## config.mk

```make
export PLATFORM = sky130hd
export DESIGN_NAME = prescaled_counter
export DESIGN_NICKNAME = d
export VERILOG_FILES = /design/src/rtl/prescaled_counter.sv
export SDC_FILE = /design/constraint.sdc
export NUM_CORES = 1
export LEC_CHECK = 0
export BUFFER_PORTS_ARGS = -buffer_cell sky130_fd_sc_hd__buf_2
export CAP_MARGIN = 20
export CORE_ASPECT_RATIO = 0.6
export CORE_MARGIN = 10
export CORE_UTILIZATION = 56
export CTS_CLUSTER_DIAMETER = 40
export DETAILED_ROUTE_END_ITERATION = 12
export PLACE_DENSITY_LB_ADDON = 0.3
export SYNTH_ARGS = -nofsm -noshare
export SYNTH_HDL_FRONTEND = slang
export SYNTH_SLANG_ARGS = --single-unit
```

## constraint.sdc

```tcl
create_clock -name clk -period 2.35 [get_ports clk]
set_input_delay 0.47 -clock clk [delete_from_list [all_inputs] [get_ports clk]]
set_output_delay 0.47 -clock clk [all_outputs]
set_load 0.01 [all_outputs]
```

## src/rtl/prescaled_counter.sv

```systemverilog
// prescaled_counter
//   Single-clock up/down counter driven by a built-in prescaler. The
//   prescaler issues a one-cycle step enable every div_max+1 enabled cycles;
//   each step moves q up or down within 0..MAX_VAL, wrapping or saturating
//   at the terminal value.
//
// Ports
//   clk       system clock, rising edge
//   rst       synchronous active-high reset, highest priority
//   en        prescaler enable; low freezes prescaler and counter
//   div_max   prescaler terminal value (step every div_max+1 enabled cycles)
//   dir       1 = count up, 0 = count down (sampled on step cycles only)
//   sat       0 = wrap, 1 = saturate at terminal value (sampled on steps)
//   load      synchronous load strobe, wins over a coincident step
//   load_val  value to load, clamped to MAX_VAL
//   q         registered count value
//   tick      one-cycle pulse when q has just stepped
//   tc        one-cycle pulse when that step started at the terminal value
module prescaled_counter #(
  parameter int unsigned WIDTH     = 4,
  parameter int unsigned MAX_VAL   = 2**WIDTH-1,
  parameter int unsigned DIV_WIDTH = 25
) (
  input  logic                 clk,
  input  logic                 rst,
  input  logic                 en,
  input  logic [DIV_WIDTH-1:0] div_max,
  input  logic                 dir,
  input  logic                 sat,
  input  logic                 load,
  input  logic [WIDTH-1:0]     load_val,
  output logic [WIDTH-1:0]     q,
  output logic                 tick,
  output logic                 tc
);

  // Compares run one bit wider so MAX_VAL = 2**WIDTH-1 never overflows.
  localparam logic [WIDTH:0]   MAX_EXT = (WIDTH+1)'(MAX_VAL);
  localparam logic [WIDTH-1:0] MAX_Q   = WIDTH'(MAX_VAL);

  logic [DIV_WIDTH-1:0] pcnt;
  logic                 rollover;
  logic                 at_term;
  logic [WIDTH-1:0]     q_step;
  logic [WIDTH-1:0]     load_clamped;

  always_comb begin
    // >= rather than == so lowering div_max mid-count rolls over at once.
    rollover = en && (pcnt >= div_max);

    if (dir) at_term = ({1'b0, q} >= MAX_EXT);
    else     at_term = (q == '0);

    q_step = q;
    if (at_term) begin
      if (!sat) q_step = dir ? '0 : MAX_Q;
    end else begin
      // Not at the terminal value, so neither direction can leave 0..MAX_VAL.
      q_step = dir ? (q + WIDTH'(1)) : (q - WIDTH'(1));
    end

    load_clamped = ({1'b0, load_val} > MAX_EXT) ? MAX_Q : load_val;
  end

  always_ff @(posedge clk) begin
    if (rst) begin
      pcnt <= '0;
      q    <= '0;
      tick <= 1'b0;
      tc   <= 1'b0;
    end else if (load) begin
      pcnt <= '0;
      q    <= load_clamped;
      tick <= 1'b0;
      tc   <= 1'b0;
    end else begin
      tick <= 1'b0;
      tc   <= 1'b0;
      if (rollover) begin
        pcnt <= '0;
        q    <= q_step;
        tick <= 1'b1;
        tc   <= at_term;
      end else if (en) begin
        pcnt <= pcnt + DIV_WIDTH'(1);
      end
    end
  end

endmodule

```

**After elaboration in Yosys (flattened, before gate mapping)**

Cells that the tools add are included.

- Bits in read-only memories: 0
- Output and inout bits: 6
- Memories: 0
- Flip-flop bits (word level): 31
- RAM bits: 0
- Bits in latches: 0

- Shifts and indexed selects: 0
- Reduce and logical (&&, ||, !) cells: 7
- Divide/modulo/power cells: 0
- Equality and inequality tests: 1
- Mux-type cells: 8
- Bitwise logic cells: 1
- Magnitude comparators: 2
- Add/sub/neg operators: 3
- Multipliers: 0

Operator list:

| cell | number |
|---|---|
| 25-bit by 1-bit adder with 25-bit output (second input constant) | 1 |
| 25-bit greater-or-equal comparator | 1 |
| 4-bit two-way mux | 6 |
| 3-bit OR reduction | 2 |
| 4-bit by 1-bit adder with 4-bit output (second input constant) | 1 |
| 4-bit greater-or-equal comparator (second input constant) | 1 |
| 4-bit logical NOT | 1 |
| 4-bit by 1-bit subtractor with 4-bit output (second input constant) | 1 |
| 3-bit inequality test (second input constant) | 1 |
| 1-bit two-way mux | 2 |
| 2-bit AND reduction | 1 |
| 2-bit nonzero test | 1 |
| 2-bit OR reduction | 1 |
| 1-bit logical AND | 1 |
| 1-bit NOT | 1 |

**Depth between registers and ports, before layout**

Gate-level depths: netlist of the first run.

- Depth in word-level cells: 5
- Mapped depth: 10

**Worst setup path before layout of the first run**

No wires, ideal clock.

- Kind: in2reg
- Start: in div_max[23]
- End: reg q[2]
- Cell stages on the path: 9
- Required time: 2.229 ns
- Library setup time: 0.121 ns
- Slack: 0.143 ns
- Buffers on the path: 0
- Arrival time: 2.085 ns
- Path through: inv_1 -> ha_1 -> nand4_2 -> nor4_2 -> nand2_1 -> o211ai_2 -> o211ai_2 -> nor2b_4 -> mux2_4

- Word-level cells in the longest chain between the ends: 4

Ends and longest elaborated chain:

| what | RTL line | text |
|---|---|---|
| start, declared | 27 | `input logic [DIV_WIDTH-1:0] div_max,` |
| 25-bit greater-or-equal comparator | 49 | `rollover = en && (pcnt >= div_max);` |
| 1-bit logical AND | 49 |  |
| 2-bit nonzero test (no source line) | n/a |  |
| 2-bit AND reduction (no source line) | n/a |  |
| end signal, assigned | 73 | `q <= load_clamped;` |
| end signal, assigned | 81 | `q <= q_step;` |
| end, declared | 32 | `output logic [WIDTH-1:0] q,` |

No other way between the ends.
A chain may end at the register's enable or synchronous reset.

**Worst setup path in the final report of the first run**

- Start: reg pcnt[2]
- End: reg q[2]

- Word-level cells in the longest chain between the ends: 4

Ends and longest elaborated chain:

| what | RTL line | text |
|---|---|---|
| start, declared | 41 | `logic [DIV_WIDTH-1:0] pcnt;` |
| start signal, assigned | 85 | `pcnt <= pcnt + DIV_WIDTH'(1);` |
| 25-bit greater-or-equal comparator | 49 |  |
| 1-bit logical AND | 49 |  |
| 2-bit nonzero test (no source line) | n/a |  |
| 2-bit AND reduction (no source line) | n/a |  |

No other way between the ends.

==> flow_summary.json, run 1 <==
{
  "max_stage_delay_ns": 0.40,
  "power.share.combinational_pct": 14.9,
  "finalSetupViolCount": 0,
  "power.share.clock_pct": 36.5,
  "syn_inst": 268,
  "p_sw_uw": 296,
  "clock_latency_ns": 0.28,
  "place_inst": 361,
  "crit_required_ns": 2.53,
  "route.vias.total": 1985,
  "grt_pass1_wl_um": 8460,
  "post-route-cell-area_um2": 2580,
  "initial_core_util_pct": 59.0,
  "synth_seq_cells": 31,
  "power.density_nw_per_um2": 433,
  "synth_top_area_share_pct": 28.4,
  "clock.fmax_mhz": 458,
  "synthesis.nets": 332,
  "cts_tree": "yes",
  "cts_max_level": 2,
  "path_class": "flip-flop to flip-flop",
  "core-area_um2": 3700,
  "io_buffers": 40,
  "die_w_um": 101,
  "grt_overflow": 0,
  "hold_ws_ns": 0.514,
  "switching_share_pct": 26.5,
  "dieArea_um2": 6880,
  "ios": 41,
  "vias_per_cell": 5.38,
  "utilization_pct": 69.7,
  "r2r-start": "pcnt[2]$_SDFFE_PP0P_",
  "r2r_cells": 8,
  "grt_max_degree": 22,
  "status": "finished clean",
  "drtAntennaViolNets": 0,
  "worst-path-buf-inv": 0,
  "post-route-period-util_pct": 92.9,
  "seq_area_frac_synth_pct": 28.4,
  "reg2reg_to": "q[2]$_SDFFE_PP0P_",
  "p_leak_uw": 0.00131,
  "drv_slew": 0,
  "syn_area_um2": 2180,
  "dp_hpwl_um": 4050,
  "finalSetupTns_ns": 0,
  "cp_max_fo": 5,
  "min_path_cells": 4,
  "drive_above_1_share_pct": 21.7,
  "cts_setup_buffers": 0,
  "drc": 0,
  "synth_edf_count": 0,
  "syn_area_per_cell_um2": 8.15,
  "track_usage_pct": 15.2,
  "min_period_ns": 2.18,
  "synth_cell_types": 46,
  "rows": 17,
  "first_iter_violations": 92,
  "crit_path_top_delay_cell": "dfxtp_1",
  "grt_pass1_vias": 1841,
  "yosysWarnings": 0,
  "drt_wl_total_um": 5080,
  "crit_chain": "ha_1 -> a21oi_1 -> o22ai_1 -> a211oi_1 -> o211ai_2 -> o211ai_2 -> nor2b_4 -> mux2_4",
  "arrival_ns": 2.36,
  "critPathLaunchType": "flip-flop",
  "hold_violations": 0,
  "path_common_cell": "o211ai_2",
  "worst_pin_slew_ns": 0.367,
  "clockRootBuffer": "clkbuf_8",
  "wire_per_inst_um": 13.8,
  "synth_area_leaders": "dfxtp_1 (28%), ha_1 (16%), xor2_1 (6.8%), nor2_1 (5.5%), inv_1 (5.3%)",
  "final_nets": 385,
  "maxCapViolCount": 0,
  "cts_buffers": 5,
  "dr.pass1.iters": 4,
  "crit_path_end_kind": "flip-flop",
  "diodes": 0,
  "cts_buffer_depth": 2,
  "slew_headroom_pct": 75.5,
  "die_h_um": 68.4,
  "p_int_uw": 821,
  "place_congestion": 0.873,
  "critPathTopFamily": "compound AO/OA/AOI/OAI gates",
  "clkTransAtPathRegs_ns": 0.06,
  "hp-class": "primary input to flip-flop",
  "syn_to_final_growth_pct": 18.1,
  "clkSinkCount": 31,
  "antenna_found_initial": 0,
  "holdPathEnd": "q[0]$_SDFFE_PP0P_",
  "r2r_slack_ns": 0.17,
  "post_dp_cell_area_um2": 2490,
  "seq_power_share_pct": 48.7,
  "final_cell_count_no_fill": 369,
  "synth_ff_type": "dfxtp_1",
  "worstHoldStart": "load_val[0]",
  "worstSetupPathDepth": 8,
  "finClkSkew_ns": 0.00739,
  "post-synth-top-area-cell": "dfxtp_1",
  "ys_async_sr_fraction_pct": 0,
  "rsz0062_at_grt": "false",
  "ir_drop_mv": 0.301,
  "cts_hold_buffers": 0
}
-- layout make-up --
class | instances | area, µm²
clock buffer | 7 | 76.3
tap | 47 | 58.8
fill | 342 | 1120
timing repair buffer | 52 | 290
multi-input combinational | 200 | 1410
clock inverter | 1 | 5.00
sequential | 31 | 621
inverter | 31 | 116
-- state kept, by name, indices dropped and copies added, names as in the netlist --
name	flops
pcnt	25
q	4
tick	1
tc	1
-- cell families (layout without fill, tap and decap cells) --
group | after synthesis | count (layout) | synth area share [%]
buffers and inverters | 37 | 91 | 7.22
AOI/OAI and AO/OA | 38 | 38 | 10.9
DFF | 31 | 31 | 28.4
adders and majority gates | 29 | 29 | 17.0
and+or+nand+nor | 106 | 106 | 25.2
muxes | 3 | 3 | 1.60
xor gates and xnor gates | 24 | 24 | 9.63
-- Yosys cell counts, types with 2 or more instances --
master	number
inv_1	31
nand4_2	2
o21a_1	2
a21oi_1	19
a22oi_1	2
nor2_1	32
dfxtp_1	31
nor3_1	3
clkbuf_1	2
nand4_1	9
nand3_1	12
and4_1	2
xnor2_1	7
ha_1	28
o211ai_2	2
mux2i_1	2
nand2_1	22
xor2_1	17
and3_1	9
o31ai_1	2
o21ai_0	4
buf_4	3
nor2b_1	2
-- timing repair --
action	CTS	global route
endpoints found under the hold margin	0	0
setup endpoints to repair	0	21
resized for setup	0	1
-- per-layer routing --
layer | vias to the layer above | track usage, % | part of all wire, %
li1 | 1022 | - | -
met1 | 914 | 20.4 | 48
met2 | 45 | 23.2 | 45
met3 | 4 | 4.42 | 6.5
met4 | 0 | 4.74 | 0.85
met5 | - | 0 | 0
-- worst reg2reg max path: stages, from the launching register on --
cell	delay (ns)
dfxtp_1	0.40
ha_1	0.27
a21oi_1	0.13
o22ai_1	0.08
a211oi_1	0.34
o211ai_2	0.17
o211ai_2	0.19
nor2b_4	0.19
mux2_4	0.30
-- stage by stage --
step / total power [µW] / worst slack, ns
after floorplan: 657 / 0.143
final: 1120 / 0.168
after detailed placement: 719 / -0.154
after CTS: 1120 / 0.0843
after global placement: 715 / -0.0181
after global routing: 1170 / 0.0251
-- cell usage in the layout (no fill, tap or decap), types with 3 or more instances in the layout --
cell type	count
buf_2	40
nor2_1	32
inv_1	31
dfxtp_1	31
ha_1	28
nand2_1	22
a21oi_1	19
xor2_1	17
nand3_1	12
buf_4	12
nand4_1	9
and3_1	9
xnor2_1	7
clkbuf_8	5
o21ai_0	4
nor3_1	3
-- worst max-delay path by stage --
stage | from | endpoint | slack, ns
5_1_grt | pcnt[2]$_SDFFE_PP0P_ | q[2]$_SDFFE_PP0P_ | 0.03
3_5_place_dp | div_max[23] | pcnt[21]$_SDFFE_PP0P_ | -0.15
6_report | pcnt[2]$_SDFFE_PP0P_ | q[2]$_SDFFE_PP0P_ | 0.17
4_1_cts | pcnt[18]$_SDFFE_PP0P_ | pcnt[7]$_SDFFE_PP0P_ | 0.08
2_1_floorplan | div_max[23] | q[2]$_SDFFE_PP0P_ | 0.14
3_3_place_gp | div_max[2] | q[2]$_SDFFE_PP0P_ | -0.02
-- power by group through the flow --
stage	registers (µW)	clock network [µW]	logic, µW
2_1_floorplan	556	0	100
5_1_grt	545	438	190
4_1_cts	543	415	166
3_5_place_dp	555	0	164
3_3_place_gp	555	0	160
6_report	543	407	166
(Power assumes the default switching activity.)
==> run 2, diff against run 1 <==
Settings changed: CORE_UTILIZATION 56 to 50.
Clock period 2.35 ns to 1.9 ns, I/O delays scaled along.
==> flow_summary.json, run 2 (same netlist as run 1, synthesis figures left out) <==
{
  "status": "finished, violations left",
  "violations": "setup timing",
  "worst_pin_slew_ns": 0.461,
  "grt_max_degree": 12,
  "cts_max_level": 2,
  "rsz0062_at_grt": "true",
  "reg2reg_to": "q[2]$_SDFFE_PP0P_",
  "dp_hpwl_um": 4270,
  "drive_above_1_share_pct": 38.7,
  "clock_latency_ns": 0.29,
  "route.vias.total": 2136,
  "place_congestion": 0.867,
  "finClkSkew_ns": 0.00818,
  "arrival_ns": 2.30,
  "n_fill_cell": 294,
  "largest_reg_flops": 25,
  "critPathLaunchType": "flip-flop",
  "mostFrequentLayoutCell": "buf_4",
  "r2r-start": "pcnt[21]$_SDFFE_PP0P_",
  "drc": 0,
  "worst_slack_ns": -0.218,
  "cp_max_fo": 3,
  "post_dp_cell_area_um2": 2810,
  "drtAntennaViolNets": 0,
  "top_register": "pcnt",
  "grt_overflow": 0,
  "die_w_um": 105,
  "ios": 41,
  "first_iter_violations": 120,
  "crit_required_ns": 2.08,
  "final_nets": 420,
  "finalSetupTns_ns": -3.75,
  "r2r_cells": 8,
  "core-area_um2": 4170,
  "cts_tree": "yes",
  "vias_per_cell": 5.12,
  "die_h_um": 71.2,
  "p_leak_uw": 0.00152,
  "grt_pass1_vias": 2146,
  "path_class": "flip-flop to flip-flop",
  "clkTransAtPathRegs_ns": 0.07,
  "rows": 18,
  "wire_per_inst_um": 14.5,
  "clkSinkCount": 31,
  "track_usage_pct": 16.0,
  "grt_pass1_wl_um": 9960,
  "power.density_nw_per_um2": 511,
  "hold_violations": 0,
  "clock.fmax_mhz": 472,
  "syn_to_final_growth_pct": 45.0,
  "drt_wl_total_um": 6030,
  "final_cell_mix": "buf_4 (45), buf_2 (40), nor2_1 (30)",
  "diodes": 0,
  "post-route-cell-area_um2": 3170,
  "cp-endpoint": "q[2]$_SDFFE_PP0P_",
  "initial_core_util_pct": 52.4,
  "crit_path_end_kind": "flip-flop",
  "r2r_slack_ns": -0.22,
  "antenna_found_initial": 0,
  "finalSetupViolCount": 31,
  "slew_headroom_pct": 69.3,
  "cts_buffer_depth": 2,
  "startpoint": "pcnt[21]$_SDFFE_PP0P_",
  "clockRootBuffer": "clkbuf_8",
  "min_period_ns": 2.12,
  "cts_buffers": 5,
  "dieArea_um2": 7500,
  "maxCapViolCount": 0,
  "io_buffers": 40,
  "top_regs": "pcnt x25, q x4",
  "drv_slew": 0,
  "dr.pass1.iters": 4,
  "post-route-period-util_pct": 111,
  "ir_drop_mv": 0.432,
  "hp-class": "primary input to flip-flop"
}
==> run 2: cell count changes in the layout (fill, tap and decap cells not counted), sizes merged <==
cell    previous run  this run
buf               52        86
a21o               2         3
bufinv             0         1
clkbuf             7         6
==> run 2: worst min path at each step <==
stage	to	cells past startpoint	slack, ns	startpoint
floorplan	pcnt[2]$_SDFFE_PP0P_	2	0.47	pcnt[2]$_SDFFE_PP0P_
global placement	pcnt[24]$_SDFFE_PP0P_	3	0.57	pcnt[24]$_SDFFE_PP0P_
detailed placement	pcnt[21]$_SDFFE_PP0P_	3	0.60	pcnt[21]$_SDFFE_PP0P_
CTS	q[0]$_SDFFE_PP0P_	4	0.42	load_val[0]
global route	q[0]$_SDFFE_PP0P_	4	0.47	load_val[0]
finish	q[0]$_SDFFE_PP0P_	4	0.42	load_val[0]
==> run 2: what timing repair did <==
action                                  in CTS  in global routing
gates resized for setup                     27                  8
pin swaps                                   15                  4
endpoints found under the setup margin      31                 31
gates cloned                                 1                  0
hold buffers                                 0                  0
buffers inserted                             2                  1
hold endpoints to repair                     0                  0
==> run 2: final cells by class <==
type                            count  area [µm²]  area share, %
Inverter                           31         116           3.68
Tap cell                           60        75.1           2.37
Clock inverter                      2        35.0           1.11
Timing Repair Buffer               86         549           17.4
Clock buffer                        6        82.6           2.61
Sequential cell                    31         629           19.9
Multi-Input combinational cell    201        1680           53.0
==> run 2: routing by layer <==
metal	vias up	wire length, µm	share of wire (%)	global-route usage, %
met5	-	0	0	0
met4	0	126	2.1	5.45
met3	16	443	7.3	5.42
met2	79	2580	43	24.1
met1	957	2880	48	20.9
li1	1084	-	-	-
==> run 2: worst max-delay path, cell delays in order, from the launching register on <==
cell and delay, ns:
dfxtp_1 0.34, ha_4 0.28, nand4_4 0.14, nor4_4 0.33, nand2_1 0.14, o211ai_4 0.21
o211ai_2 0.12, nor2b_4 0.16, mux2_4 0.29
==> run 2: through the flow <==
step / utilization, % / worst slack, ns / hold WS (ns) / power, µW / std cells
2_1_floorplan: - / -0.188 / 0.465 / 821 / 268
3_3_place_gp: 67.5 / -0.392 / 0.566 / 908 / 405
3_5_place_dp: 67.5 / -0.473 / 0.597 / 916 / 405
4_1_cts: 75.0 / -0.197 / 0.416 / 1620 / 416
5_1_grt: 76.0 / -0.302 / 0.467 / 1690 / 417
6_report: 76.0 / -0.218 / 0.424 / 1620 / 417
==> run 2: power by group <==
group          internal [µW]  switching (µW)  total (µW)  leakage, µW
registers                659            8.60         667     0.000254
logic                    132             137         269      0.00120
clock network            424             257         681    0.0000612
==> run 3, diff against run 2 <==
Settings changed: CORE_UTILIZATION 50 to 60.
Clock period 1.9 ns to 2.7 ns, I/O delays scaled along.
==> flow_summary.json, run 3 (same netlist as run 1, synthesis figures left out) <==
{
  "crit_chain": "ha_1 -> nand4_1 -> o22ai_1 -> a211oi_1 -> o211ai_2 -> o211ai_2 -> nor2b_4 -> mux2_4",
  "dp_hpwl_um": 4190,
  "clockRootBuffer": "clkbuf_8",
  "grt_pass1_wl_um": 8780,
  "die_w_um": 97.9,
  "startpoint": "pcnt[4]$_SDFFE_PP0P_",
  "dr.pass1.iters": 4,
  "arrival_ns": 2.57,
  "ir_drop_mv": 0.341,
  "initial_core_util_pct": 64.5,
  "grt_pass1_vias": 1923,
  "cts_buffer_depth": 2,
  "status": "finished clean",
  "first_iter_violations": 115,
  "route.vias.total": 1957,
  "power.share.clock_pct": 39.2,
  "p_int_uw": 765,
  "antenna_found_initial": 0,
  "cts_tree": "yes",
  "critPathLaunchType": "flip-flop",
  "syn_to_final_growth_pct": 16.4,
  "post-route-period-util_pct": 88.7,
  "maxCapViolCount": 0,
  "finalSetupViolCount": 0,
  "cts_buffers": 5,
  "path_class": "flip-flop to flip-flop",
  "crit_path_top_delay_cell": "dfxtp_1",
  "drtAntennaViolNets": 0,
  "crit_path_end_kind": "flip-flop",
  "r2r_slack_ns": 0.30,
  "power.density_nw_per_um2": 401,
  "cts_max_level": 2,
  "mostFrequentLayoutCell": "buf_2",
  "grt_max_degree": 22,
  "finClkSkew_ns": 0.00490,
  "drive_above_1_share_pct": 20.1,
  "vias_per_cell": 5.45,
  "io_buffers": 40,
  "cts_resized": 0,
  "dieArea_um2": 6530,
  "top_register": "pcnt",
  "ios": 41,
  "min_period_ns": 2.40,
  "power.share.combinational_pct": 14.3,
  "place_congestion": 0.885,
  "cp-endpoint": "q[2]$_SDFFE_PP0P_",
  "core-area_um2": 3380,
  "rows": 16,
  "drt_wl_total_um": 5240,
  "p_sw_uw": 253,
  "utilization_pct": 75.1,
  "die_h_um": 66.7,
  "finalSetupTns_ns": 0,
  "largest_reg_flops": 25,
  "wire_per_inst_um": 14.6,
  "r2r_cells": 8,
  "reg2reg_to": "q[2]$_SDFFE_PP0P_",
  "rsz0062_at_grt": "false",
  "seq_power_share_pct": 46.5,
  "grt_overflow": 0,
  "drc": 0,
  "diodes": 0,
  "cts_setup_buffers": 0,
  "cp_max_fo": 6,
  "final_nets": 377,
  "clock.fmax_mhz": 417,
  "clock_latency_ns": 0.28,
  "clkTransAtPathRegs_ns": 0.06,
  "p_leak_uw": 0.00128,
  "max_stage_delay_ns": 0.46,
  "cts_hold_buffers": 0,
  "worst_pin_slew_ns": 0.395,
  "hp-class": "flip-flop to flip-flop",
  "switching_share_pct": 24.9,
  "drv_slew": 0,
  "slew_headroom_pct": 73.4,
  "track_usage_pct": 16.1,
  "final_cell_mix": "buf_2 (40), nor2_1 (32), inv_1 (31), dfxtp_1 (31), ha_1 (28)",
  "hold_violations": 0,
  "path_common_cell": "o211ai_2",
  "crit_required_ns": 2.87,
  "r2r-start": "pcnt[4]$_SDFFE_PP0P_",
  "clkSinkCount": 31,
  "top_regs": "pcnt x25, q x4"
}
## run 3: cell count changes in the layout (fill, tap and decap cells not counted), moves of 2 or more
cell     previous run  this run
ha_1               15        28
inv_1              28        31
dfxtp_2             7         0
ha_4               13         0
nor2_1             30        32
nor2_4              2         0
nand4_4             2         0
dfxtp_1            24        31
nand4_2             0         2
buf_4              45         3
a21o_4              2         0
inv_2               3         0
## run 3: layer usage
metal  wire length [µm]  global-route usage [%]  part of all wire, %
met1               2580                    21.9                   49
met2               2280                    24.5                   44
met3                332                    4.22                  6.3
met4                 36                    4.15                 0.69
met5                  0                       0                    0
## run 3: worst max-delay path, delay by kind of cell (launching register included)
family | cells | cell delay, ns
compound gates | 4 | 0.85
flops | 1 | 0.46
mux | 1 | 0.31
simple gates | 2 | 0.35
fa+ha+maj | 1 | 0.31
## run 3: layout make-up
class | instances | area, µm²
multi-input cells | 200 | 1410
fillers | 264 | 842
flip-flops and latches | 31 | 621
repair buffers | 44 | 243
inverters | 31 | 116
clock buffers | 8 | 100
well taps | 45 | 56.3
## run 3: power groups by stage
stage	clock network, µW	logic (µW)	registers (µW)
finish	399	146	474
global route	433	164	474
CTS	402	145	474
detailed placement	0	144	483
global placement	0	140	483
floorplan	0	87.5	484
## run 3: metrics by stage
stage	setup slack (ns)	instance area (µm²)	instances	total power [µW]	hold slack [ns]
floorplan	0.423	2180	268	572	0.465
global placement	0.184	2440	351	624	0.505
detailed placement	0.0887	2440	351	627	0.512
CTS	0.345	2540	359	1020	0.531
global route	0.210	2540	359	1070	0.565
finish	0.304	2540	359	1020	0.527
## run 3: worst min path at each step
stage | start | to | slack, ns | cells after the start
floorplan | pcnt[2]$_SDFFE_PP0P_ | pcnt[2]$_SDFFE_PP0P_ | 0.47 | 2
global placement | pcnt[24]$_SDFFE_PP0P_ | pcnt[24]$_SDFFE_PP0P_ | 0.50 | 2
CTS | pcnt[24]$_SDFFE_PP0P_ | pcnt[24]$_SDFFE_PP0P_ | 0.53 | 2
global route | pcnt[2]$_SDFFE_PP0P_ | pcnt[2]$_SDFFE_PP0P_ | 0.57 | 2
finish | pcnt[2]$_SDFFE_PP0P_ | pcnt[2]$_SDFFE_PP0P_ | 0.53 | 2
detailed placement | pcnt[2]$_SDFFE_PP0P_ | pcnt[2]$_SDFFE_PP0P_ | 0.51 | 2
